--- src/rtl/uart_pkg.sv ---
// Shared types and constants for the UART receiver.
package uart_pkg;

    localparam int DATA_BITS            = 8;
    localparam int CLKS_PER_BIT_DEFAULT = 434;

    typedef enum logic [2:0] {
        IDLE,
        START,
        DATA,
        STOP,
        BRK
    } state_t;

endpackage

--- src/rtl/sync_2ff.sv ---
// 1-bit two-flop synchronizer for asynchronous inputs; resets to RST_VAL.
module sync_2ff #(
    parameter logic RST_VAL = 1'b1
) (
    input  logic i_clk,
    input  logic i_rst_n,
    input  logic i_d,
    output logic o_q
);

    logic r_meta;
    logic r_q;

    always_ff @(posedge i_clk or negedge i_rst_n) begin
        if (!i_rst_n) begin
            r_meta <= RST_VAL;
            r_q    <= RST_VAL;
        end else begin
            r_meta <= i_d;
            r_q    <= r_meta;
        end
    end

    assign o_q = r_q;

endmodule

--- src/rtl/uart_rx.sv ---
// UART receiver, 8N1, LSB first; mid-bit sampling with glitch, framing and overrun detection.
module uart_rx
    import uart_pkg::*;
#(
    parameter int unsigned CLKS_PER_BIT = CLKS_PER_BIT_DEFAULT
) (
    input  logic       clk,
    input  logic       rst_n,
    input  logic       rx,
    input  logic       full,
    output logic [7:0] data,
    output logic       data_vld,
    output logic       frm_err,
    output logic       ovr_err,
    output logic       busy
);

    localparam int unsigned HALF_BIT = CLKS_PER_BIT / 2;
    localparam logic [15:0] HALF_M1  = 16'(HALF_BIT - 1);
    localparam logic [15:0] BIT_M1   = 16'(CLKS_PER_BIT - 1);
    localparam logic [2:0]  LAST_IDX = 3'(DATA_BITS - 1);

    logic                 w_rxs;

    state_t               r_state,   w_state_nxt;
    logic [15:0]          r_bit_cnt, w_bit_cnt_nxt;
    logic [2:0]           r_idx,     w_idx_nxt;
    logic [DATA_BITS-1:0] r_shift,   w_shift_nxt;
    logic [DATA_BITS-1:0] r_data,    w_data_nxt;
    logic                 r_vld,     w_vld_nxt;
    logic                 r_frm,     w_frm_nxt;
    logic                 r_ovr,     w_ovr_nxt;
    logic                 r_busy;

    sync_2ff #(
        .RST_VAL(1'b1)
    ) u_sync_rx (
        .i_clk  (clk),
        .i_rst_n(rst_n),
        .i_d    (rx),
        .o_q    (w_rxs)
    );

    always_ff @(posedge clk or negedge rst_n) begin
        if (!rst_n) begin
            r_state   <= IDLE;
            r_bit_cnt <= '0;
            r_idx     <= '0;
            r_shift   <= '0;
            r_data    <= '0;
            r_vld     <= 1'b0;
            r_frm     <= 1'b0;
            r_ovr     <= 1'b0;
            r_busy    <= 1'b0;
        end else begin
            r_state   <= w_state_nxt;
            r_bit_cnt <= w_bit_cnt_nxt;
            r_idx     <= w_idx_nxt;
            r_shift   <= w_shift_nxt;
            r_data    <= w_data_nxt;
            r_vld     <= w_vld_nxt;
            r_frm     <= w_frm_nxt;
            r_ovr     <= w_ovr_nxt;
            r_busy    <= (w_state_nxt != IDLE);
        end
    end

    always_comb begin
        w_state_nxt   = r_state;
        w_bit_cnt_nxt = r_bit_cnt + 16'd1;
        w_idx_nxt     = r_idx;
        w_shift_nxt   = r_shift;
        w_data_nxt    = r_data;
        w_vld_nxt     = 1'b0;
        w_frm_nxt     = 1'b0;
        w_ovr_nxt     = 1'b0;

        case (r_state)
            IDLE: begin
                w_bit_cnt_nxt = '0;
                if (!w_rxs) begin
                    w_state_nxt = START;
                end
            end
            START: begin
                if (r_bit_cnt == HALF_M1) begin
                    w_bit_cnt_nxt = '0;
                    w_idx_nxt     = '0;
                    w_state_nxt   = w_rxs ? IDLE : DATA;
                end
            end
            DATA: begin
                if (r_bit_cnt == BIT_M1) begin
                    w_bit_cnt_nxt = '0;
                    w_shift_nxt   = {w_rxs, r_shift[DATA_BITS-1:1]};
                    w_idx_nxt     = r_idx + 3'd1;
                    if (r_idx == LAST_IDX) begin
                        w_state_nxt = STOP;
                    end
                end
            end
            STOP: begin
                // Leave mid-stop-bit so a start edge with zero idle bits is still caught.
                if (r_bit_cnt == BIT_M1) begin
                    w_bit_cnt_nxt = '0;
                    if (!w_rxs) begin
                        w_frm_nxt   = 1'b1;
                        w_state_nxt = BRK;
                    end else if (full) begin
                        w_ovr_nxt   = 1'b1;
                        w_state_nxt = IDLE;
                    end else begin
                        w_data_nxt  = r_shift;
                        w_vld_nxt   = 1'b1;
                        w_state_nxt = IDLE;
                    end
                end
            end
            BRK: begin
                w_bit_cnt_nxt = '0;
                if (w_rxs) begin
                    w_state_nxt = IDLE;
                end
            end
            default: begin
                w_bit_cnt_nxt = '0;
                w_state_nxt   = IDLE;
            end
        endcase
    end

    assign data     = r_data;
    assign data_vld = r_vld;
    assign frm_err  = r_frm;
    assign ovr_err  = r_ovr;
    assign busy     = r_busy;

endmodule
--- config.mk ---
export PLATFORM = sky130hd
export DESIGN_NAME = uart_rx
export DESIGN_NICKNAME = d
export VERILOG_FILES = /design/src/rtl/uart_pkg.sv /design/src/rtl/sync_2ff.sv /design/src/rtl/uart_rx.sv
export SDC_FILE = /design/constraint.sdc
export NUM_CORES = 1
export LEC_CHECK = 0
export ABC_AREA = 1
export CAP_MARGIN = 25
export CORE_MARGIN = 3
export CORE_UTILIZATION = 30
export DETAILED_ROUTE_END_ITERATION = 12
export PLACE_DENSITY = 0.58
export SYNTH_ARGS = -nofsm -noshare
export SYNTH_HDL_FRONTEND = slang
export SYNTH_SLANG_ARGS = --single-unit
--- constraint.sdc ---
create_clock -name clk -period 1.4 [get_ports clk]
set_input_delay 0.35 -clock clk [delete_from_list [all_inputs] [get_ports clk]]
set_output_delay 0.35 -clock clk [all_outputs]
set_load 0.03 [all_outputs]
## Word level (Yosys, flattened, before mapping)

Cells that the tools add are included.

| word-level totals | value |
|---|---|
| register bits after elaboration | 44 |
| input bits | 4 |
| logic and storage cells | 56 |

| cells by class | value |
|---|---|
| bitwise operators | 1 |
| mux-type cells | 26 |
| eq/ne operators | 9 |
| reduce and logical (&&, ||, !) cells | 7 |
| $add $sub $neg | 2 |

Operators by type and width:

| operator | number |
|---|---|
| two-way mux 16 bit | 2 |
| case mux 16 bit (2 select lines) | 1 |
| two-way mux 3 bit | 9 |
| adder 16 x 1 -> 16 bit, second input constant | 1 |
| == test 16 x 8 -> 1 bit, second input constant | 1 |
| == test 16 x 9 -> 1 bit, second input constant | 1 |
| case mux 3 bit (5 select lines) | 1 |
| two-way mux 1 bit | 11 |
| == test 3 x 2 -> 1 bit, second input constant | 2 |
| == test 3 bit, second input constant | 2 |
| case mux 3 bit (2 select lines) | 1 |
| != test 2 bit, second input constant | 2 |
| AND reduction 4 bit | 1 |
| adder 3 x 1 -> 3 bit, second input constant | 1 |
| == test 3 x 1 -> 1 bit, second input constant | 1 |
| logical NOT 3 bit | 1 |
| AND reduction 3 bit | 1 |
| nonzero test 3 bit | 1 |
| two-way mux 2 bit | 1 |
| AND reduction 2 bit | 1 |
| nonzero test 2 bit | 1 |
| OR reduction 2 bit | 1 |
| NOT 1 bit | 1 |

## Longest topological paths before layout

Gate-level depths: netlist (run 1).

| depth | value |
|---|---|
| depth after elaboration | 5 |
| gate-level depth with buffers | 12 |
| depth with buffers taken out | 11 |

## Hierarchy

A second synthesis (run 1) with hierarchy kept.

| second synthesis, totals | value |
|---|---|
| cells, all modules | 255 |
| area total of the unflattened synthesis | 2192.1 um2 |

By module, submodules not included:

| module | area each (um2) | cells an instance | times used |
|---|---|---|---|
| uart_rx | 2139.6 | 253 | 1 |
| sync_2ff | 52.6 | 2 | 1 |

## Worst setup path after synthesis (run 1)

Ideal clock, no wire load.

| path | value |
|---|---|
| kind | register to register |
| start | register r_bit_cnt[0] |
| end | register r_bit_cnt[10] |
| setup slack | -0.030 ns |
| buffers on the path | 0 |
| library setup time | 0.120 ns |
| clock period less this slack | 1.430 ns |
| data arrival time | 1.310 ns |
| cell stages (with the launch flop) | 9 |
| cells stage by stage | dfrtp_1 -> ha_1 -> nand3_1 -> inv_1 -> nand3_1 -> nor2_1 -> or2_2 -> inv_1 -> nor2_1 |

| on the way | value |
|---|---|
| word-level cells in the longest chain between the ends | 3 |
| elaborated cells on any way between the ends | 6 |
| those cells by class | add/sub: 1; eq/ne: 2; mux: 3 |

RTL lines:

| element | line | source |
|---|---|---|
| start, declared | uart_rx.sv:26 | `logic [15:0] r_bit_cnt, w_bit_cnt_nxt;` |
| start signal, assigned | uart_rx.sv:57 | `r_bit_cnt <= w_bit_cnt_nxt;` |
| adder 16 x 1 -> 16 bit (tied with other cells) | uart_rx.sv:70 | `w_bit_cnt_nxt = r_bit_cnt + 16'd1;` |
| two-way mux 16 bit, on equally long branches | uart_rx.sv:93, uart_rx.sv:104, uart_rx.sv:86 |  |
| case mux 16 bit (2 select lines) * | uart_rx.sv:78 | `case (r_state)` |
| named net w_bit_cnt_nxt[10] | uart_rx.sv:26 |  |

Mark *: on every way through the listed nets, which the timed path passes. The rest lies on a longest branch.
A chain may end at the register's enable or synchronous reset.

## Worst setup path after layout (run 1)

| path | value |
|---|---|
| start | register r_bit_cnt[1] |
| end | register r_bit_cnt[0] |

| on the way | value |
|---|---|
| word-level cells in the longest chain between the ends | 3 |
| elaborated cells on any way between the ends | 5 |
| those cells by class | eq/ne: 2; mux: 3 |

RTL lines:

| element | line |
|---|---|
| == test 16 x 9 -> 1 bit / == test 16 x 8 -> 1 bit (equally long branches) | uart_rx.sv:93, uart_rx.sv:104, uart_rx.sv:86 |
| two-way mux 16 bit, on equally long branches | uart_rx.sv:93, uart_rx.sv:104, uart_rx.sv:86 |
| case mux 16 bit (2 select lines) * | uart_rx.sv:78 |
| named net w_bit_cnt_nxt[0] | uart_rx.sv:26 |

Marked as above.

==> summary.txt, run 1 <==
Run status
  – Outcome: finished with violations
  – Failing checks: negative setup slack

Die
  – Die area: 8837 µm²
  – Row cnt: 31
  – Die H: 94.01 µm
  – # IOs: 16
  – Die Width: 94.01 µm
  – Starting density of the core: 0.3153
  – Core area: 7370 µm²

Yosys
  – Compound-Gate Fraction of Synth Area: 0.07054
  – Seq/Total Area, Yosys: 0.4750
  – Ys Warns: 0
  – Proportion of synthesized area in mux cells: 0
  – #FFs+latches synth: 44
  – Largest family of logic cells by synthesized area: simple AND/OR/NAND/NOR gates
  – Simple-gate share of the synthesized area: 0.3220
  – Synthesized area: 2323 µm²
  – Synth Area per Inst: 8.449 µm²
  – Post-Synth Adder-Cell Area: 0.02693
  – Top cells by area, synth: dfrtp_1, nand2_1, nor2_1
  – Post-synth top area share: 0.4523
  – Yosys cell types: 30
  – Syn Inst Count: 275
  – Cell taking the most area after synthesis: dfrtp_1
  – Post-synthesis xor/xnor area fraction: 0.02639
  – Syn Nets: 284

Timing
  – Rel. slew slack: 0.7294
  – Setup TNS: -2.483 ns
  – Max Freq: 0.6658 GHz
  – Hold_ws: 0.3605 ns
  – Final Max Tran Viols: 0
  – Final period demand of the worst path: 1.502 ns
  – Clk_skew: 0.007485 ns
  – RSZ-0062 raised after global routing: yes
  – # setup viols final: 37
  – Worst-Margin Slew: 0.4059 ns
  – Hold Fails Final Rpt: 0
  – Period utilisation layout: 1.073
  – Final setup margin: -0.1019 ns

Layout
  – Layout cell share with drive strength beyond 1: 0.4090
  – Sequential cell area: 1105 µm²
  – Layout area overhead: 35.97%
  – Antenna fix cells: 0
  – Post-layout net count: 343
  – Area of the multi-input gates: 1202 µm²
  – Fillcell total: 747

Worst setup path
  – Critical path fanouts, max: 7
  – Setup Crit Path Kind: reg2reg
  – FF-to-FF End: r_bit_cnt[0]$_DFF_PN0_
  – Reg2reg path depth: 12
  – Crit-path cells: inv_2 -> ha_4 -> inv_2 -> nor2_1 -> nand2_1 -> nor2_1 -> nand2_2 -> nand2_2 -> nand2_2 -> inv_2 -> buf_6 -> nor2_1
  – CP Capture Type: register
  – CP Launch Type: register
  – Top delay family on crit path: simple AND/OR/NAND/NOR gates
  – Crit-path slowest cell: dfrtp_1
  – Crit path DAT: 1.69 ns
  – R2r startpoint: r_bit_cnt[1]$_DFF_PN0_
  – Register-to-register setup slack: -0.10 ns
  – WP data required: 1.59 ns
  – Crit-path max cell delay: 0.41 ns
  – Worst path buffer plus inverter count: 4

Worst hold path
  – Hold path start: u_sync_rx.r_meta$_DFF_PN1_
  – Type of the most critical hold path: reg2reg
  – Hold Path Sink: u_sync_rx.o_q$_DFF_PN1_
  – WHS Path Cells: 0

Routing
  – Vias/cell: 4.373
  – Total Wirelength: 5.229 mm
  – DR DRC count: 0
  – Final antenna-violating net count: 0
  – First-pass iteration count of the detailed router: 4
  – Avg WL per Cell: 12.05 µm
  – Vias post-DR: 1898
  – Initial DRC count: 101

Power and ir drop
  – PwrDens: 743.8 nW/µm²
  – Leakage: 1.505 nW
  – Max VDD drop: 0.0003054 V

CTS
  – Root Buffer: clkbuf_8
  – Num CTS Buffers: 5
  – Clk Latency, worst-skew pair: 0.31 ns
  – CTS Buffer Depth: 2
  – CTS tree: built
  – H-tree level count: 2
  – CTS Sinks: 44
  – Clk pin slew, worst setup/hold paths: 0.09 ns

Placement
  – Final HPWL from detailed placement: 3.666 mm
  – Port bufs: 15
  – GPL Wtd Cong: 0.8631

Global routing
  – GRT Total Usage: 0.1250
  – Largest net degree at the start of global routing: 20
  – Vias in the first global route: 1904
  – Grt ovf: 0
  – Initial antenna violation count: 0
  – Global-route wire length before repair: 8.673 mm

Flow run
  – Max Cap Viol: 0
[stage by stage]
step / cell area (µm²) / utilization / power [mW] / instances / worst slack (ns)
finish: 3159 / 0.4287 / 2.350 / 434 / -0.1019
global route: 3159 / 0.4287 / 2.457 / 434 / -0.2274
CTS: 3082 / 0.4182 / 2.380 / 428 / -0.07082
detailed placement: 2846 / 0.3862 / 1.349 / 419 / -0.09716
global placement: 2846 / 0.3862 / 1.349 / 419 / -0.08683
floorplan: 2328 / - / 1.305 / 275 / -0.005998
[cell type report]
cell class	instances	area share
inverters	38	0.04594
repair buffers	56	0.1481
multi-input cells	189	0.3806
flip-flops and latches	44	0.3497
clock inverters	3	0.01465
well taps	99	0.03921
clock buffers	5	0.02178
[synthesized netlist by cell type (all sizes together)]
library cell  number
a31oi              2
nand3             23
inv               36
dfstp              2
or2                2
xnor2              3
nand2             67
o21ai             17
xor2               4
and3               1
o211a              1
dfrtp             42
nor3b              1
clkinv             2
nor3               6
nor4               1
nor2              52
ha                 5
buf                4
nand4              4
[per-layer routing]
| layer | vias to the layer above | part of all wire | routed length (µm) | GRT usage |
|---|---|---|---|---|
| met5 | - | 0 | 0 | 0 |
| li1 | 981 | - | - | - |
| met1 | 885 | 0.46 | 2430 | 0.1630 |
| met4 | 0 | 0.012 | 64 | 0.03369 |
| met2 | 27 | 0.50 | 2608 | 0.2052 |
| met3 | 5 | 0.024 | 125 | 0.03205 |
[cells in the final DEF, fill, tap and decap left out, types with 4 or more instances in the layout]
| cell | n |
|---|---|
| nor3_1 | 4 |
| inv_2 | 9 |
| dfrtp_1 | 41 |
| nor2_1 | 38 |
| nand3_1 | 14 |
| nand4_1 | 4 |
| inv_1 | 27 |
| buf_6 | 4 |
| nor2_2 | 7 |
| nand3_2 | 7 |
| o21ai_2 | 16 |
| nand2_1 | 51 |
| nand2_2 | 13 |
| buf_4 | 35 |
| clkbuf_8 | 5 |
| nor2_4 | 7 |
| clkbuf_2 | 7 |
[repair_timing]
action | in CTS | in global routing
buffers inserted | 0 | 7
hold buffers | 1 | 0
setup endpoints to repair | 46 | 48
gates resized for setup | 50 | 27
gates cloned | 0 | 0
hold endpoints to repair | 13 | 0
pin swaps | 2 | 13
[sequential cells by signal (all words and copies together), names as in the netlist]
signal            cells
ovr_err               1
r_state               3
busy                  1
u_sync_rx.r_meta      1
r_shift               8
r_idx                 3
data                  8
frm_err               1
u_sync_rx.o_q         1
data_vld              1
r_bit_cnt            16
[kinds of logic after synthesis]
group / after synthesis
AOI/OAI and AO/OA: 20
and+or+nand+nor: 157
adders and majority gates: 5
DFF: 44
xor gates and xnor gates: 7
buffers and inverters: 42
[where the power goes]
part / internal, mW / leakage [nW] / switching [mW]
Sequential: 1.28 / 0.586 / 0.00329
Clock: 0.538 / 0.0548 / 0.486
Combinational: 0.0164 / 0.864 / 0.0308
[how the worst max path moves through the flow]
| stage | cells past startpoint | start | to | slack [ns] |
|---|---|---|---|---|
| 2_1_floorplan | 12 | r_bit_cnt[1]$_DFF_PN0_ | r_bit_cnt[9]$_DFF_PN0_ | -0.006 |
| 3_3_place_gp | 11 | r_bit_cnt[0]$_DFF_PN0_ | r_bit_cnt[14]$_DFF_PN0_ | -0.09 |
| 3_5_place_dp | 11 | r_bit_cnt[0]$_DFF_PN0_ | r_bit_cnt[14]$_DFF_PN0_ | -0.1 |
| 4_1_cts | 12 | r_bit_cnt[1]$_DFF_PN0_ | r_bit_cnt[0]$_DFF_PN0_ | -0.07 |
| 5_1_grt | 12 | r_bit_cnt[1]$_DFF_PN0_ | r_bit_cnt[0]$_DFF_PN0_ | -0.23 |
| 6_report | 12 | r_bit_cnt[1]$_DFF_PN0_ | r_bit_cnt[0]$_DFF_PN0_ | -0.10 |
(Power assumes the default switching activity.)
==> run 2: changes to the inputs <==
--- a/config.mk
+++ b/config.mk
@@ -13,4 +13,5 @@
 export PLACE_DENSITY = 0.58
 export SYNTH_ARGS = -nofsm -noshare
 export SYNTH_HDL_FRONTEND = slang
+export SYNTH_HIERARCHICAL = 1
 export SYNTH_SLANG_ARGS = --single-unit
==> run 2 against run 1 <==
Net effect: the flow still finishes with violations (negative setup slack); clock-buffer cell count unchanged; setup slack got worse by 0.052 ns; largest cell class unchanged; critical path type unchanged; register-to-register slack got worse by 0.05 ns.
==> summary.txt, run 2 <==
Routing
  – Final antenna-violating net count: 0
  – Total Wirelength: 5.301 mm
  – Wire length on met3: 152 µm
  – Top sig layer: met4
  – Vias post-DR: 1860
  – DRT met1 WL: 2.371 mm
  – Avg WL per Cell: 12.68 µm
  – DR DRC count: 0
  – Initial DRC count: 71
  – Vias/cell: 4.450
  – First-pass iteration count of the detailed router: 4
  – Met2 WL: 2.723 mm

Die
  – Die area: 8369 µm²
  – Die Width: 91.48 µm
  – Die H: 91.48 µm
  – Core area: 6944 µm²
  – Row cnt: 30
  – Starting density of the core: 0.3157
  – # IOs: 16

Timing
  – # setup viols final: 37
  – Max Freq: 0.6436 GHz
  – Rel. slew slack: 0.8014
  – Final Max Tran Viols: 0
  – RSZ-0062 raised after global routing: yes
  – Clk_skew: 0.006274 ns
  – Hold_ws: 0.004384 ns
  – Period utilisation layout: 1.110
  – Final period demand of the worst path: 1.554 ns
  – Hold Fails Final Rpt: 0
  – Worst-Margin Slew: 0.2991 ns
  – Setup TNS: -3.005 ns
  – Final setup margin: -0.1538 ns

Yosys
  – Top cells by area, synth: dfrtp_1, nand2_1, nor2_1
  – Post-synth top cells: nand2_1, nor2_1, dfrtp_1, inv_1, nand3_1
  – Post-synth top area share: 0.4795
  – Post-synth EDFFs: 0
  – #FFs+latches synth: 44
  – Syn Nets: 264
  – Seq/Total Area, Yosys: 0.5034
  – Syn Inst Count: 255
  – Top-count cell post-synth: nand2_1
  – Top_reg_cell synth: dfrtp_1
  – Cell taking the most area after synthesis: dfrtp_1
  – Yosys cell types: 27
  – Ys Warns: 6
  – Synthesized area: 2192 µm²
  – Asr flop ratio synth: 1.000
  – Synth Area per Inst: 8.596 µm²

Placement
  – Port bufs: 15
  – GPL Wtd Cong: 0.8098
  – Final HPWL from detailed placement: 3.332 mm
  – DP Area: 2699 µm²
  – Inst Count DP: 395

Power and ir drop
  – Comb power frac: 0.019
  – Clock share of power: 0.436
  – Max VDD drop: 0.0003718 V
  – Switching part of the total: 0.2206
  – Leakage: 1.462 nW
  – Seq pwr share: 0.545
  – Internal: 1.826 mW
  – PwrDens: 718.9 nW/µm²
  – P_sw: 516.9 µW

Run status
  – Failing checks: negative setup slack
  – Outcome: finished with violations

Layout
  – Layout area overhead: 48.69%
  – Post-layout net count: 330
  – Layout cell share with drive strength beyond 1: 0.4720
  – Core Util, Final: 0.4694
  – Non-filler instance count after layout: 418
  – Fin area: 3259 µm²
  – Antenna fix cells: 0
  – Max FFs per register: 16
  – Commonest non-fill, non-tap cell in the layout: nand2_1
  – Largest Register: r_bit_cnt
  – Most frequent cells in the layout: nand2_1, dfrtp_1, buf_4

Worst setup path
  – Crit path DAT: 1.75 ns
  – Top delay family on crit path: simple AND/OR/NAND/NOR gates
  – Crit-path max cell delay: 0.44 ns
  – Crit-path cells: buf_12 -> ha_4 -> nand3_4 -> nor2_4 -> nand2_2 -> nor2_4 -> buf_4 -> nand3_2 -> nand2_1 -> a21oi_1
  – Crit-path slowest cell: dfrtp_2
  – Worst path most repeated cell: nor2_4
  – Worst path buffer plus inverter count: 2
  – WP data required: 1.59 ns
  – Setup Crit Path Kind: reg2reg
  – Critical path fanouts, max: 4
  – CP Launch Type: register
  – CP Capture Type: register

Global routing
  – Largest net degree at the start of global routing: 45
  – Global-route wire length before repair: 8.583 mm
  – Vias in the first global route: 1832
  – Initial antenna violation count: 0
  – GRT Total Usage: 0.1272
  – Grt ovf: 0

CTS
  – CTS tree: built
  – H-tree level count: 2
  – Clk Latency, worst-skew pair: 0.30 ns
  – CTS Buffer Depth: 2
  – CTS Sinks: 44
  – Root Buffer: clkbuf_8
  – Num CTS Buffers: 5
  – Cts hold-fix bufs: 0
  – Clk pin slew, worst setup/hold paths: 0.09 ns

Worst hold path
  – Type of the most critical hold path: in2async

Flow run
  – Max Cap Viol: 0
==> run 2: cell count changes after synthesis, moves of 3 or more <==
cell     previous run  this run
nand2_1            59        54
o21ai_2            15         4
inv_1              34        26
a21oi_1             0         9
nand3_1            20        14
nand3_2             2         5
nor3_1              5         1
o21ai_1             0         8
==> run 2: through the flow <==
step / setup WS (ns) / total power, mW
finish: -0.1538 / 2.343
CTS: -0.1384 / 2.366
global placement: -0.1402 / 1.347
floorplan: 0.01215 / 1.306
detailed placement: -0.1321 / 1.348
global route: -0.2352 / 2.436
==> run 2: layer usage <==
layer  GRT usage  vias to the layer above
li1            -                      935
met1      0.1695                      891
met2      0.2094                       29
met3     0.02568                        5
met4     0.03392                        0
met5           0                        -
==> run 2: path summary, 6_finish.rpt <==
check | depth (start not counted) | endpoint | from | slack [ns]
max in group asynchronous | 2 | u_sync_rx/r_meta$_DFF_PN1_ | rst_n | 1.13
hold / removal | 2 | data[5]$_DFFE_PN0P_ | rst_n | 0.004
min in group clk | 0 | u_sync_rx/o_q$_DFF_PN1_ | u_sync_rx/r_meta$_DFF_PN1_ | 0.36
setup reg to reg | 10 | r_bit_cnt[10]$_DFF_PN0_ | r_bit_cnt[0]$_DFF_PN0_ | -0.15
setup / recovery | 10 | r_bit_cnt[10]$_DFF_PN0_ | r_bit_cnt[0]$_DFF_PN0_ | -0.15
hold reg to reg | 0 | u_sync_rx/o_q$_DFF_PN1_ | u_sync_rx/r_meta$_DFF_PN1_ | 0.36
==> run 2: worst reg2reg max path: stages, from the launching register on <==
cell and delay (ns):
dfrtp_2 0.44, buf_12 0.12, ha_4 0.13, nand3_4 0.09, nor2_4 0.12, nand2_2 0.10, nor2_4 0.14, buf_4 0.13
nand3_2 0.06, nand2_1 0.07, a21oi_1 0.04
==> run 2: timing repair <==
action | in CTS | in global routing
setup buffers | 8 | 4
setup endpoints to repair | 42 | 46
cloned | 1 | 3
pin swaps | 17 | 15
gates resized for setup | 56 | 53
==> run 2: logic make-up after synthesis <==
kind of cell / after synthesis / synth area share
flip-flops: 44 / 0.5034
AND/OR/NAND/NOR: 140 / 0.3008
buffers and inverters: 33 / 0.06906
XOR/XNOR: 9 / 0.03596
adder cells (fa/ha/maj): 5 / 0.02854
AO/OA/AOI/OAI: 24 / 0.06221
==> run 2: layout make-up <==
class	count	area, µm²
fillers	664	3685
multi-input cells	178	1209
flip-flops and latches	44	1106
repair buffers	63	594.3
well taps	96	120.1
inverters	28	107.6
clock buffers	5	68.82
clock inverters	3	46.29
repair inverters	1	7.507
==> run 2: power by group through the flow <==
stage               registers (mW)  clock network [mW]  logic, mW
finish                        1.28                1.02     0.0437
CTS                           1.28                1.04     0.0459
global route                  1.28                1.11     0.0516
floorplan                     1.30                   0    0.00399
global placement              1.30                   0     0.0449
detailed placement            1.30                   0     0.0456
